File: src/rtl/mcpu6bit_memio_if.sv
// mcpu6bit_memio_if: CPU bus, loader stream and IO port signals of the memory/loader block.
interface mcpu6bit_memio_if;
    logic [5:0] cpu_bus;
    logic       cpu_we;
    logic [5:0] cpu_datain;
    logic       cpu_rst_n;
    logic       ld_start;
    logic       go;
    logic       ld_valid;
    logic [5:0] ld_data;
    logic       ld_ready;
    logic       ld_done;
    logic [5:0] io_out;
    logic       io_strobe;
    modport master (
        output cpu_bus, cpu_we, ld_start, go, ld_valid, ld_data,
        input  cpu_datain, cpu_rst_n, ld_ready, ld_done, io_out, io_strobe
    );
    modport slave (
        input  cpu_bus, cpu_we, ld_start, go, ld_valid, ld_data,
        output cpu_datain, cpu_rst_n, ld_ready, ld_done, io_out, io_strobe
    );
endinterface

File: src/rtl/mcpu6bit_memio.sv
// mcpu6bit_memio: 16x6 program/data memory with streaming loader and memory-mapped output port.
module mcpu6bit_memio #(
    parameter logic [3:0] IO_ADDR = 4'hF
) (
    input logic             clk,
    input logic             rst,
    mcpu6bit_memio_if.slave bus
);
    localparam logic [1:0] IDLE = 2'd0, LOAD = 2'd1, DONE = 2'd2, RUN = 2'd3;
    logic [1:0] state, nxt;
    logic [3:0] ptr, addr_q;
    logic [5:0] mem [16];
    logic       rst_n_q, ld_wr, cpu_wr, io_wr;
    assign ld_wr  = state == LOAD && bus.ld_valid;
    assign cpu_wr = state == RUN && !bus.cpu_we;
    assign io_wr  = cpu_wr && addr_q == IO_ADDR;
    always_comb begin
        nxt = state;
        case (state)
            IDLE:    nxt = bus.ld_start ? LOAD : bus.go ? RUN : IDLE;
            LOAD:    nxt = ld_wr && ptr == 4'hF ? DONE : LOAD;
            DONE:    nxt = RUN;
            default: nxt = bus.ld_start ? LOAD : RUN;
        endcase
    end
    // cpu_rst_n stays low for the first RUN cycle so the CPU sees a reset edge after every load
    always_ff @(posedge clk or posedge rst) begin
        if (rst) begin
            state   <= IDLE;
            ptr     <= '0;
            rst_n_q <= 1'b0;
        end else begin
            state   <= nxt;
            ptr     <= nxt == LOAD && state != LOAD ? 4'd0 : ld_wr ? ptr + 4'd1 : ptr;
            rst_n_q <= state == RUN && nxt == RUN;
        end
    end
    // address phase ends on the falling edge of clk
    always_ff @(negedge clk or posedge rst) begin
        if (rst) addr_q <= '0;
        else     addr_q <= bus.cpu_bus[3:0];
    end
    always_ff @(posedge clk or posedge rst) begin
        if (rst) begin
            for (int i = 0; i < 16; i++) mem[i] <= '0;
        end else if (ld_wr) begin
            mem[ptr] <= bus.ld_data;
        end else if (cpu_wr) begin
            mem[addr_q] <= bus.cpu_bus;
        end
    end
    always_ff @(posedge clk or posedge rst) begin
        if (rst) begin
            bus.io_out    <= '0;
            bus.io_strobe <= 1'b0;
        end else begin
            bus.io_strobe <= io_wr;
            if (io_wr) bus.io_out <= bus.cpu_bus;
        end
    end
    assign bus.cpu_datain = mem[addr_q];
    assign bus.cpu_rst_n  = rst_n_q;
    assign bus.ld_ready   = state == LOAD;
    assign bus.ld_done    = state == DONE;
endmodule

File: src/flat_wrapper.sv
// flat-port wrapper written by rule: the top's interface ports become plain ports
module mcpu6bit_memio_flat 
#(
    parameter logic [3:0] IO_ADDR = 4'hF
)
  (clk, rst, bus_cpu_bus, bus_cpu_we, bus_ld_start, bus_go, bus_ld_valid, bus_ld_data, bus_cpu_datain, bus_cpu_rst_n, bus_ld_ready, bus_ld_done, bus_io_out, bus_io_strobe);
  mcpu6bit_memio_if bus_i ();
  input logic clk;
  input logic rst;
  input wire logic [$bits(bus_i.cpu_bus)-1:0] bus_cpu_bus;
  input wire logic [$bits(bus_i.cpu_we)-1:0] bus_cpu_we;
  input wire logic [$bits(bus_i.ld_start)-1:0] bus_ld_start;
  input wire logic [$bits(bus_i.go)-1:0] bus_go;
  input wire logic [$bits(bus_i.ld_valid)-1:0] bus_ld_valid;
  input wire logic [$bits(bus_i.ld_data)-1:0] bus_ld_data;
  output wire logic [$bits(bus_i.cpu_datain)-1:0] bus_cpu_datain;
  output wire logic [$bits(bus_i.cpu_rst_n)-1:0] bus_cpu_rst_n;
  output wire logic [$bits(bus_i.ld_ready)-1:0] bus_ld_ready;
  output wire logic [$bits(bus_i.ld_done)-1:0] bus_ld_done;
  output wire logic [$bits(bus_i.io_out)-1:0] bus_io_out;
  output wire logic [$bits(bus_i.io_strobe)-1:0] bus_io_strobe;
  assign bus_i.cpu_bus = bus_cpu_bus;
  assign bus_i.cpu_we = bus_cpu_we;
  assign bus_i.ld_start = bus_ld_start;
  assign bus_i.go = bus_go;
  assign bus_i.ld_valid = bus_ld_valid;
  assign bus_i.ld_data = bus_ld_data;
  assign bus_cpu_datain = bus_i.cpu_datain;
  assign bus_cpu_rst_n = bus_i.cpu_rst_n;
  assign bus_ld_ready = bus_i.ld_ready;
  assign bus_ld_done = bus_i.ld_done;
  assign bus_io_out = bus_i.io_out;
  assign bus_io_strobe = bus_i.io_strobe;
  mcpu6bit_memio #(.IO_ADDR(IO_ADDR)) u_core (.clk(clk), .rst(rst), .bus(bus_i));
endmodule
File: config.mk
export PLATFORM = sky130hd
export DESIGN_NAME = mcpu6bit_memio_flat
export DESIGN_NICKNAME = d
export VERILOG_FILES = /design/src/rtl/mcpu6bit_memio_if.sv /design/src/rtl/mcpu6bit_memio.sv /design/src/flat_wrapper.sv
export SDC_FILE = /design/constraint.sdc
export NUM_CORES = 1
export LEC_CHECK = 0
export CAP_MARGIN = 20
export CORE_ASPECT_RATIO = 2
export CORE_MARGIN = 4
export CORE_UTILIZATION = 41
export CTS_BUF_LIST = sky130_fd_sc_hd__clkbuf_8
export CTS_CLUSTER_SIZE = 25
export DETAILED_ROUTE_END_ITERATION = 8
export SLEW_MARGIN = 20
export SYNTH_ARGS = -nofsm -noshare
export SYNTH_HDL_FRONTEND = slang
export SYNTH_SLANG_ARGS = --single-unit
File: constraint.sdc
create_clock -name clk -period 6.1 [get_ports clk]
set_input_delay 1.22 -clock clk [delete_from_list [all_inputs] [get_ports clk]]
set_output_delay 1.22 -clock clk [all_outputs]
set_load 0.01 [all_outputs]
After elaboration in Yosys (flattened, before gate mapping)

Index checks and enable logic that the tools add are counted.

Multiplexer cells: 18
Eq/ne operators: 8
Add/subtract/negate cells: 1
Reductions and logical operators: 12
Bitwise logic cells: 2
$lt $le $gt $ge: 4

Operator list:

| cell                                                       | count |
|---|---|
| bitwise mux 96 bit                                         | 2 |
| 2-to-1 mux 96 bit                                          | 2 |
| demux 6 bit (select 4 bit)                                 | 2 |
| binary-select mux 6 bit (select 4 bit)                     | 1 |
| 2-to-1 mux 6 bit                                           | 4 |
| >= comparator 5 bit, second input constant                 | 2 |
| less-than comparator 5 x 1 -> 1 bit, second input constant | 2 |
| inverter 4 -> 5 bit                                        | 2 |
| equality test 4 bit, second input constant                 | 2 |
| logical AND 1 bit                                          | 8 |
| 2-to-1 mux 2 bit                                           | 4 |
| 2-to-1 mux 4 bit                                           | 2 |
| equality test 2 bit, second input constant                 | 3 |
| case mux 2 bit (3 select lines)                            | 1 |
| adder 4 x 1 -> 4 bit, second input constant                | 1 |
| equality test 2 x 1 -> 1 bit, second input constant        | 2 |
| nonzero test 2 bit                                         | 2 |
| zero test 2 bit                                            | 1 |
| inequality test 2 x 1 -> 1 bit, second input constant      | 1 |
| zero test 1 bit                                            | 1 |

Logic and storage cells: 67
Output and inout port bits: 16
Flip-flop bits (word level): 114
Input bits: 18

Depth between registers and ports, before layout

Gate-level depths: netlist of the first run.

Word-level depth: 8
Mapped depth: 8
Depth with buffers taken out: 6

==> results of run 1 <==
-- through the flow --
stage	utilization [%]	TNS, ps	power [mW]	hold slack (ps)	worst slack [ps]
6_report	49.3	-1760	2.85	500	-326
3_5_place_dp	45.5	-1470	2.05	480	-277
3_3_place_gp	45.5	-1300	2.04	476	-247
5_1_grt	49.2	-2180	2.97	508	-397
4_1_cts	49.2	-1900	2.85	496	-368
2_1_floorplan	-	0	1.72	444	33.9
-- what timing repair did --
action	4_1_cts	5_1_grt
pin swaps	6	6
gates cloned	1	0
gates resized for setup	42	5
buffers inserted	13	2
setup endpoints to repair	6	6
-- worst max-delay path by stage --
stage                                start                end  slack (ps)  cells past startpoint
after global placement    u_core.addr_q[0]  bus_cpu_datain[1]        -250                      6
after floorplan           u_core.addr_q[0]  bus_cpu_datain[1]          30                      6
final                     u_core.addr_q[0]  bus_cpu_datain[1]        -330                      6
after global routing      u_core.addr_q[0]  bus_cpu_datain[1]        -400                      7
after detailed placement  u_core.addr_q[0]  bus_cpu_datain[1]        -280                      6
after CTS                 u_core.addr_q[0]  bus_cpu_datain[1]        -370                      7
-- area by class of cell --
type                            count  share of cell area, %
Antenna cell                        1                 0.0320
Clock buffer                       18                   3.17
Clock inverter                     14                   2.19
Inverter                            7                  0.384
Multi-Input combinational cell    387                   45.1
Sequential cell                   114                   36.5
Tap cell                          201                   3.22
Timing Repair Buffer               81                   9.40
-- power by group through the flow --
stage / Sequential, mW / Clock [mW] / Combinational (mW)
floorplan: 1.08 / 0 / 0.647
global placement: 1.20 / 0 / 0.839
detailed placement: 1.18 / 0 / 0.867
CTS: 1.18 / 0.781 / 0.884
global route: 1.20 / 0.812 / 0.960
finish: 1.19 / 0.769 / 0.890
-- registers in the layout, indices dropped and copies added (netlist names) --
signal,flops
u_core.addr_q,4
u_core.bus.cpu_rst_n,1
u_core.bus.io_out,6
u_core.bus.io_strobe,1
u_core.mem,96
u_core.ptr,4
u_core.state,2
-- cells by family after synthesis --
kind of cell / Yosys count / synth area share (%)
xor gates and xnor gates: 1 / 0.131
AOI/OAI and AO/OA: 184 / 23.2
muxes: 71 / 16.0
DFF: 114 / 42.8
and+or+nand+nor: 127 / 11.7
adders and majority gates: 4 / 0.751
buffers and inverters: 70 / 5.37
-- metal layers --
metal / wire length, um / global-route usage, % / up-vias
met2: 10800 / 39.0 / 207
met3: 731 / 3.41 / 86
met1: 7860 / 26.1 / 2684
li1: - / - / 2281
met4: 1390 / 16.1 / 0
met5: 0 / 0 / -
-- layout by cell type (no fill, tap or decap), types with 7 or more instances in the layout --
| master | synthesis | routed |
|---|---|---|
| o2bb2ai_1 | 48 | 48 |
| nand2_1 | 17 | 16 |
| o221ai_1 | 12 | 12 |
| and3_1 | 11 | 11 |
| a2bb2oi_1 | 24 | 24 |
| a21oi_2 | 7 | 7 |
| o21a_1 | 12 | 12 |
| clkdlybuf4s50_1 | 0 | 27 |
| a22oi_2 | 0 | 12 |
| mux4_2 | 24 | 24 |
| clkbuf_8 | 0 | 18 |
| a21oi_1 | 20 | 20 |
| dfrtp_1 | 110 | 110 |
| nor2_1 | 41 | 41 |
| buf_4 | 4 | 37 |
| buf_6 | 7 | 9 |
| mux2_2 | 41 | 41 |
| inv_1 | 7 | 9 |
==> summary by stage, run 1 <==
Final layout
After routing the design area is 0.00781 mm^2. The post-route netlist has 31.9% of its cells at a drive strength greater than 1. Compared with the post-synthesis result, the final layout area differs by 17.2%. After the flow finishes, the layout carries non-filler instances totaling 823.

The multi-input combinational cells in the finished layout cover a total of 0.00352 mm^2. Registers take 0.00285 mm^2. The layout net count is 630. The filler cells instantiated in the layout total 1,462.

Timing
In this run the tightest slew margin relative to its limit is 47.3%. The final hold violation count was 0. For the final database, setup skew stands at 59.6 ps. The slew at the pin with the worst max-slew slack is 791 ps.

The setup violation total in the final timing report is 6. The number of pins exceeding their max-slew limit in the final report is 0. Setup repair after global routing could not meet its margin everywhere. Across all setup checks in the final design, the least slack found is -326 ps.

Synthesis
By count the netlist is led by 110 x dfrtp_1, 48 x o2bb2ai_1, 41 x mux2_2, 41 x nor2_1, 27 x clkbuf_1. The post-synthesis cell area is 0.00667 mm^2. The distinct cell type count after synthesis is 72. The synthesized area divided by synthesized cell count is 11.7 um^2. For this run, the number of Yosys warnings is 0. Ranked by total cell area, the synthesized netlist is headed by dfrtp_1 41%, mux4_2 8.1%, mux2_2 6.9%. After synthesis the netlist holds a flip-flop and latch count of 114. The most frequent cell after synthesis is dfrtp_1. The top cell type by total area after synthesis is dfrtp_1. In the synthesized netlist the dominant register cell turns out to be dfrtp_1. In this run, synthesis inferred 0 flip-flops with an integrated enable.

The area fraction of the dominant cell type after synthesis is 41.3%. After synthesis, flip-flops and latches occupy 42.8% of the total area. When the netlist entered floorplanning its net count stood at 593. The post-synthesis instance total is 571. The proportion of register bits with asynchronous set or reset after synthesis is 100%.

Worst setup path
Of all nets on the critical path, the largest fanout is 7. The sort of element at the end of the critical path is a primary output. Grouping stages by cell kind, the critical path spends the most delay in multiplexers. In this run the critical register-to-register path is launched from u_core.addr_q[0]. The length in cells of the worst reg-to-reg path is 8. The slowest stage of the critical path belongs to the cell mux4_2. The startpoint class of the critical path is a register. The register-to-register path setup slack is 600 ps.

The critical path goes through buf_12 > buf_4 > mux4_2 > a22oi_2 > nand2_1 > buf_2. The critical path buffer and inverter count is 3. The required time at the worst-slack endpoint is 4880 ps. The critical path in this run is classified as register to primary output.

In this design, the stage delay of the slowest critical-path cell is 510 ps. Data arrives at the worst endpoint at 5210 ps. In this run the critical register-to-register path is captured at u_core.mem[83].

CTS
The clock-pin transition on the worst setup and hold timing paths is 70 ps. The later pin in the worst-skew pair is clocked with a latency of 450 ps. The post-cts hold buffer count is 0.

The clock passes through at most 2 buffers. The clock drives 114 sinks. The number of buffers created by CTS is 17.

The root buffer cell is clkbuf_8. The clock tree from TritonCTS is built. The number of H-tree levels is 4.

Drt
In the routed layout, each cell is associated on average with a via count of 6.39. In the final routed layout, each cell accounts on average for 25.2 um. The number of iterations in the first detailed-routing pass is 4.

The first-iteration detailed-routing DRC count is 407. For this block, the routed nets add up to 20,700 um of wire. In the routed design, unresolved DRC markers number 0. The detail route stage leaves a number of antenna-violating nets equal to 0. The routed layout has 5,258 vias.

Placed design
The number of placed instances, taps included is 776. The routability congestion estimate from global placement is 0.926. The instance area at placement is 0.00721 mm^2.

The HPWL after detailed placement is 14,900 um. The count of input and output buffers is 33.

Power
The portion of total power attributed to combinational logic is 31.3%. The internal cell power is 1.85 mW. The maximum VDD drop is 0.157 mV. The net switching fraction of the power is 35.0%. Per report_power, the sequential group accounts for 41.7% of the total.

In this run, the clock network consumes 27.0% of the power. Summed over all cells, the static leakage comes to 3.23 nW. The analysis attributes to net switching a power of 0.996 mW.

The total power per unit cell area is 364 mW/mm^2.

Worst hold path
The end point of the most critical hold path is u_core.mem[43]. The path class of the lowest-slack min-delay path is register to register. In this run the most critical hold path is launched from u_core.mem[43]. Along the worst hold path, the cell count comes to 1.

Floorplanning
The placeable core region is 0.0159 mm^2. The I/O pin total is 34. The die covers 0.0185 mm^2. The horizontal die dimension is 98.2 um.

The initial utilization of the core area, before any placement, comes to 42.0%. The placement row count is 65. In this run the vertical extent of the chip is 188 um.

Status
The run finished, with violations left. The final reports fail on setup timing.

Global route
The first global-routing pass estimated 32,300 um of wire. In the global route stage, overall resource usage came out at 23.0%. Entering global routing, the biggest net connects 59 pins. The sum of overflow across all layers after global routing is 0. The via count of the first global-routing pass is 5,525. The number of antenna violations at the first check in global routing is 0.

Run
Across the run, the number of max-cap violations was 0.
No activity file was read; power rests on OpenSTA's default activity.
==> run 2, diff against run 1 <==
==> constraint.sdc (replaced) <==
create_clock -name clk -period 6.1 [get_ports clk]
set_input_delay 0.61 -clock clk [delete_from_list [all_inputs] [get_ports clk]]
set_output_delay 0.61 -clock clk [all_outputs]
set_load 0.01 [all_outputs]
==> run 2 against run 1 <==
Compared with the run above: the flow now finishes without violations; power barely moved; via count rose by 0.65%; clock skew fell by 7.2 ps; non-clock buffer count fell by 20; global-route usage rose by 0.21 points; core utilization fell by 0.93 points; flip-flop and latch count did not move; highest routed layer unchanged; clock-buffer cell count rose by 2; largest cell class unchanged; clock power rose by 3.3%; sequential share of layout area rose by 0.70 points; critical path type unchanged; first-iteration DRC count rose by 48%.
==> summary by stage, run 2 (synthesized netlist as in run 1, its figures left out) <==
Status
Status: completed (was finished with violations).

Placed design
The routability congestion estimate from global placement is 0.878 (was 0.926). The count of input and output buffers is 33 (unchanged). The instance area at placement is 0.00706 mm^2 (was 0.00721 mm^2).

The detailed-placement wirelength estimate came to 14,700 um (was 14,900 um). The worst setup slack after placement is 194 ps (was -277 ps).

Timing
The setup skew after layout is 52.4 ps (was 59.6 ps). The setup slack after layout is 56.7 ps (was -326 ps). The number of pins exceeding their max-slew limit in the final report is 0 (unchanged).

The slew at the pin with the worst max-slew slack came to 901 ps (was 791 ps). The final hold violation count came to 0 (unchanged). The relative max-transition margin came to 40.0% (was 47.3%).

The setup violation total in the final timing report is 0 (was 6).

Power
The maximum VDD drop is 0.187 mV (was 0.157 mV). The total power per unit cell area came to 372 mW/mm^2 (was 364 mW/mm^2). The static leakage power is 3.15 nW (was 3.23 nW).

Worst setup path
Critical path cell sequence: buf_12 > buf_12 > mux4_2 > a22oi_1 > nand2_1 > dlygate4sd2_1 (was buf_12 > buf_4 > mux4_2 > a22oi_2 > nand2_1 > buf_2). The required time at the worst-slack endpoint is 5490 ps (was 4880 ps). The worst-path cell with the longest stage delay is mux4_2 (unchanged). The source of the critical timing path is u_core.addr_q[0] (unchanged). The worst endpoint data arrival time was 5430 ps (was 5210 ps). The maximum fanout along the worst path is 8 (was 7). In this design, the critical path's most frequently occurring cell is buf_12.

The startpoint class of the critical path is a register (unchanged). The register-to-register path setup slack came to 700 ps (was 600 ps). The length in cells of the worst reg-to-reg path is 6 (was 8).

The sort of element at the end of the critical path is a primary output (unchanged). The critical path class is register to primary output (unchanged). The launch point of the worst reg-to-reg path is u_core.addr_q[0] (unchanged). The capturing point of the worst reg2reg path is u_core.mem[83] (unchanged). The largest stage delay on the critical path is 500 ps (was 510 ps). The termination of the worst setup path is bus_cpu_datain[3] (was bus_cpu_datain[1]).

Drt
The number of nets with antenna violations after detailed routing came to 0 (unchanged). The via-per-instance ratio came to 6.60 (was 6.39). The first-iteration detailed-routing DRC count is 601 (was 407). The aggregate routed wire length is 21,100 um (was 20,700 um).

The post-route DRC violation count is 0 (unchanged). The number of iterations in the first detailed-routing pass came to 8 (was 4). The total via count in the routed design came to 5,292 (was 5,258). The routed length per instance is 26.3 um (was 25.2 um).

Final layout
Top Registers: u_core.mem (96), u_core.bus.io_out (6) (unchanged). The layout net count is 610 (was 630). The footprint of the multi-input gates came to 0.00348 mm^2 (was 0.00352 mm^2). The number of flip-flops under the largest register name is 96 (unchanged).

The register name with the most flops is u_core.mem (unchanged). The final standard cell area without fillers was 0.00766 mm^2 (was 0.00781 mm^2). The ratio of cells with drive above 1 in the final layout came to 27.3% (was 31.9%).

The most frequent standard cell in the layout excluding fill and tap cells is dfrtp_1 (unchanged). Commonest cells after routing, fill and taps aside: 110 x dfrtp_1, 48 x o2bb2ai_1, 41 x nor2_1, 41 x mux2_2, 27 x clkdlybuf4s50_1 (was 110 x dfrtp_1, 48 x o2bb2ai_1, 41 x nor2_1, 41 x mux2_2, 37 x buf_4). The area of all sequential standard cells is 0.00285 mm^2 (unchanged). The number of fillers in the final layout is 1,438 (was 1,462). The relative area change from synthesis to final layout is 14.9% (was 17.2%). The count of antenna diodes in the layout is 0 (was 1).

CTS
The clock-pin transition on the worst setup and hold timing paths is 60 ps (was 70 ps). The source-to-sink clock delay at the later pin of the worst-skew pair is 450 ps (about the same). The number of H-tree levels is 4 (unchanged).

The clock tree from TritonCTS is built (unchanged). The number of clock sinks seen by CTS is 114 (unchanged). The maximum root-to-sink buffer count is 2 (unchanged). The root buffer cell is clkbuf_8 (unchanged). The post-cts hold buffer count was 0 (unchanged). The number of buffers created by CTS is 17 (unchanged).

Global route
The largest net degree at the start of global routing came to 57 (was 59). The global-route wire length before repair is 32,400 um (was 32,300 um). The number of antenna violations at the first check in global routing is 0 (unchanged). The sum of overflow across all layers after global routing is 0 (unchanged). The via count of the first global-routing pass is 5,476 (was 5,525).

The global-route total usage across every layer is 23.2% (was 23.0%).

Floorplanning
The placeable core region came to 0.0159 mm^2 (unchanged). The I/O pin total is 34 (unchanged). The horizontal die dimension was 98.2 um (unchanged). The placement row count came to 65 (unchanged).

The height of the die is 188 um (unchanged). The starting density of the core came to 42.0% (unchanged). The area enclosed by the die boundary is 0.0185 mm^2 (unchanged).

Run
The reported max-cap violation count is 0 (unchanged).

Worst hold path
The path class of the lowest-slack min-delay path is register to register (unchanged).
## run 2: cell count changes in the layout (fill, tap and decap cells not counted), sizes merged
cell           before  now
buf                54   27
bufbuf              0    1
clkbuf             18   20
clkdlybuf4s15       0    1
clkinv              5    4
diode               1    0
dlygate4sd2         0    5
inv                 9    8
## run 2: through the flow
stage | setup TNS, ps | power (mW) | utilization, % | hold WS, ps | std cells
floorplan | 0 | 1.72 | - | 444 | 571
global placement | 0 | 2.01 | 44.5 | 469 | 757
detailed placement | 0 | 2.03 | 44.5 | 481 | 757
CTS | 0 | 2.83 | 48.1 | 494 | 799
global route | -26.2 | 2.96 | 48.3 | 513 | 802
finish | 0 | 2.85 | 48.3 | 493 | 802
## run 2: critical path, delay by kind of cell, from the launching register on
kind            cells  cell delay [ps]
simple gates        1              100
buf+inv             3              560
flops               1              460
compound gates      1              360
mux                 1              500
## run 2: timing repair
| item | CTS | global route |
|---|---|---|
| resized for setup | 11 | 4 |
| buffers inserted | 9 | 3 |
| gates cloned | 1 | 0 |
| hold endpoints to repair | 0 | 0 |
| setup endpoints to repair | 6 | 5 |
## run 2: area by class of cell
class	instances	area share [%]
multi-input combinational	387	45.4
sequential	114	37.2
timing repair buffer	61	7.95
clock buffer	20	3.59
tap	201	3.28
clock inverter	12	2.12
inverter	7	0.392
## run 2: worst min-delay path by stage
stage | startpoint | cells past startpoint | endpoint
3_3_place_gp | u_core.mem[42] | 1 | u_core.mem[42]
5_1_grt | u_core.mem[42] | 1 | u_core.mem[42]
3_5_place_dp | u_core.mem[47] | 1 | u_core.mem[47]
2_1_floorplan | u_core.mem[1] | 1 | u_core.mem[1]
6_report | u_core.mem[42] | 1 | u_core.mem[42]
4_1_cts | u_core.mem[78] | 1 | u_core.mem[78]
## run 2: power breakdown
group	total, mW	switching [mW]	internal, mW
combinational	0.846	0.442	0.404
clock	0.794	0.323	0.472
sequential	1.21	0.226	0.981
total	2.85	0.991	1.86
## run 2: routing by layer
metal	vias to the layer above	routed length, um	track usage (%)
met5	-	0	0
met4	0	1440	16.1
met3	80	1080	4.37
met2	221	10900	39.3
met1	2743	7650	25.9
li1	2248	-	-
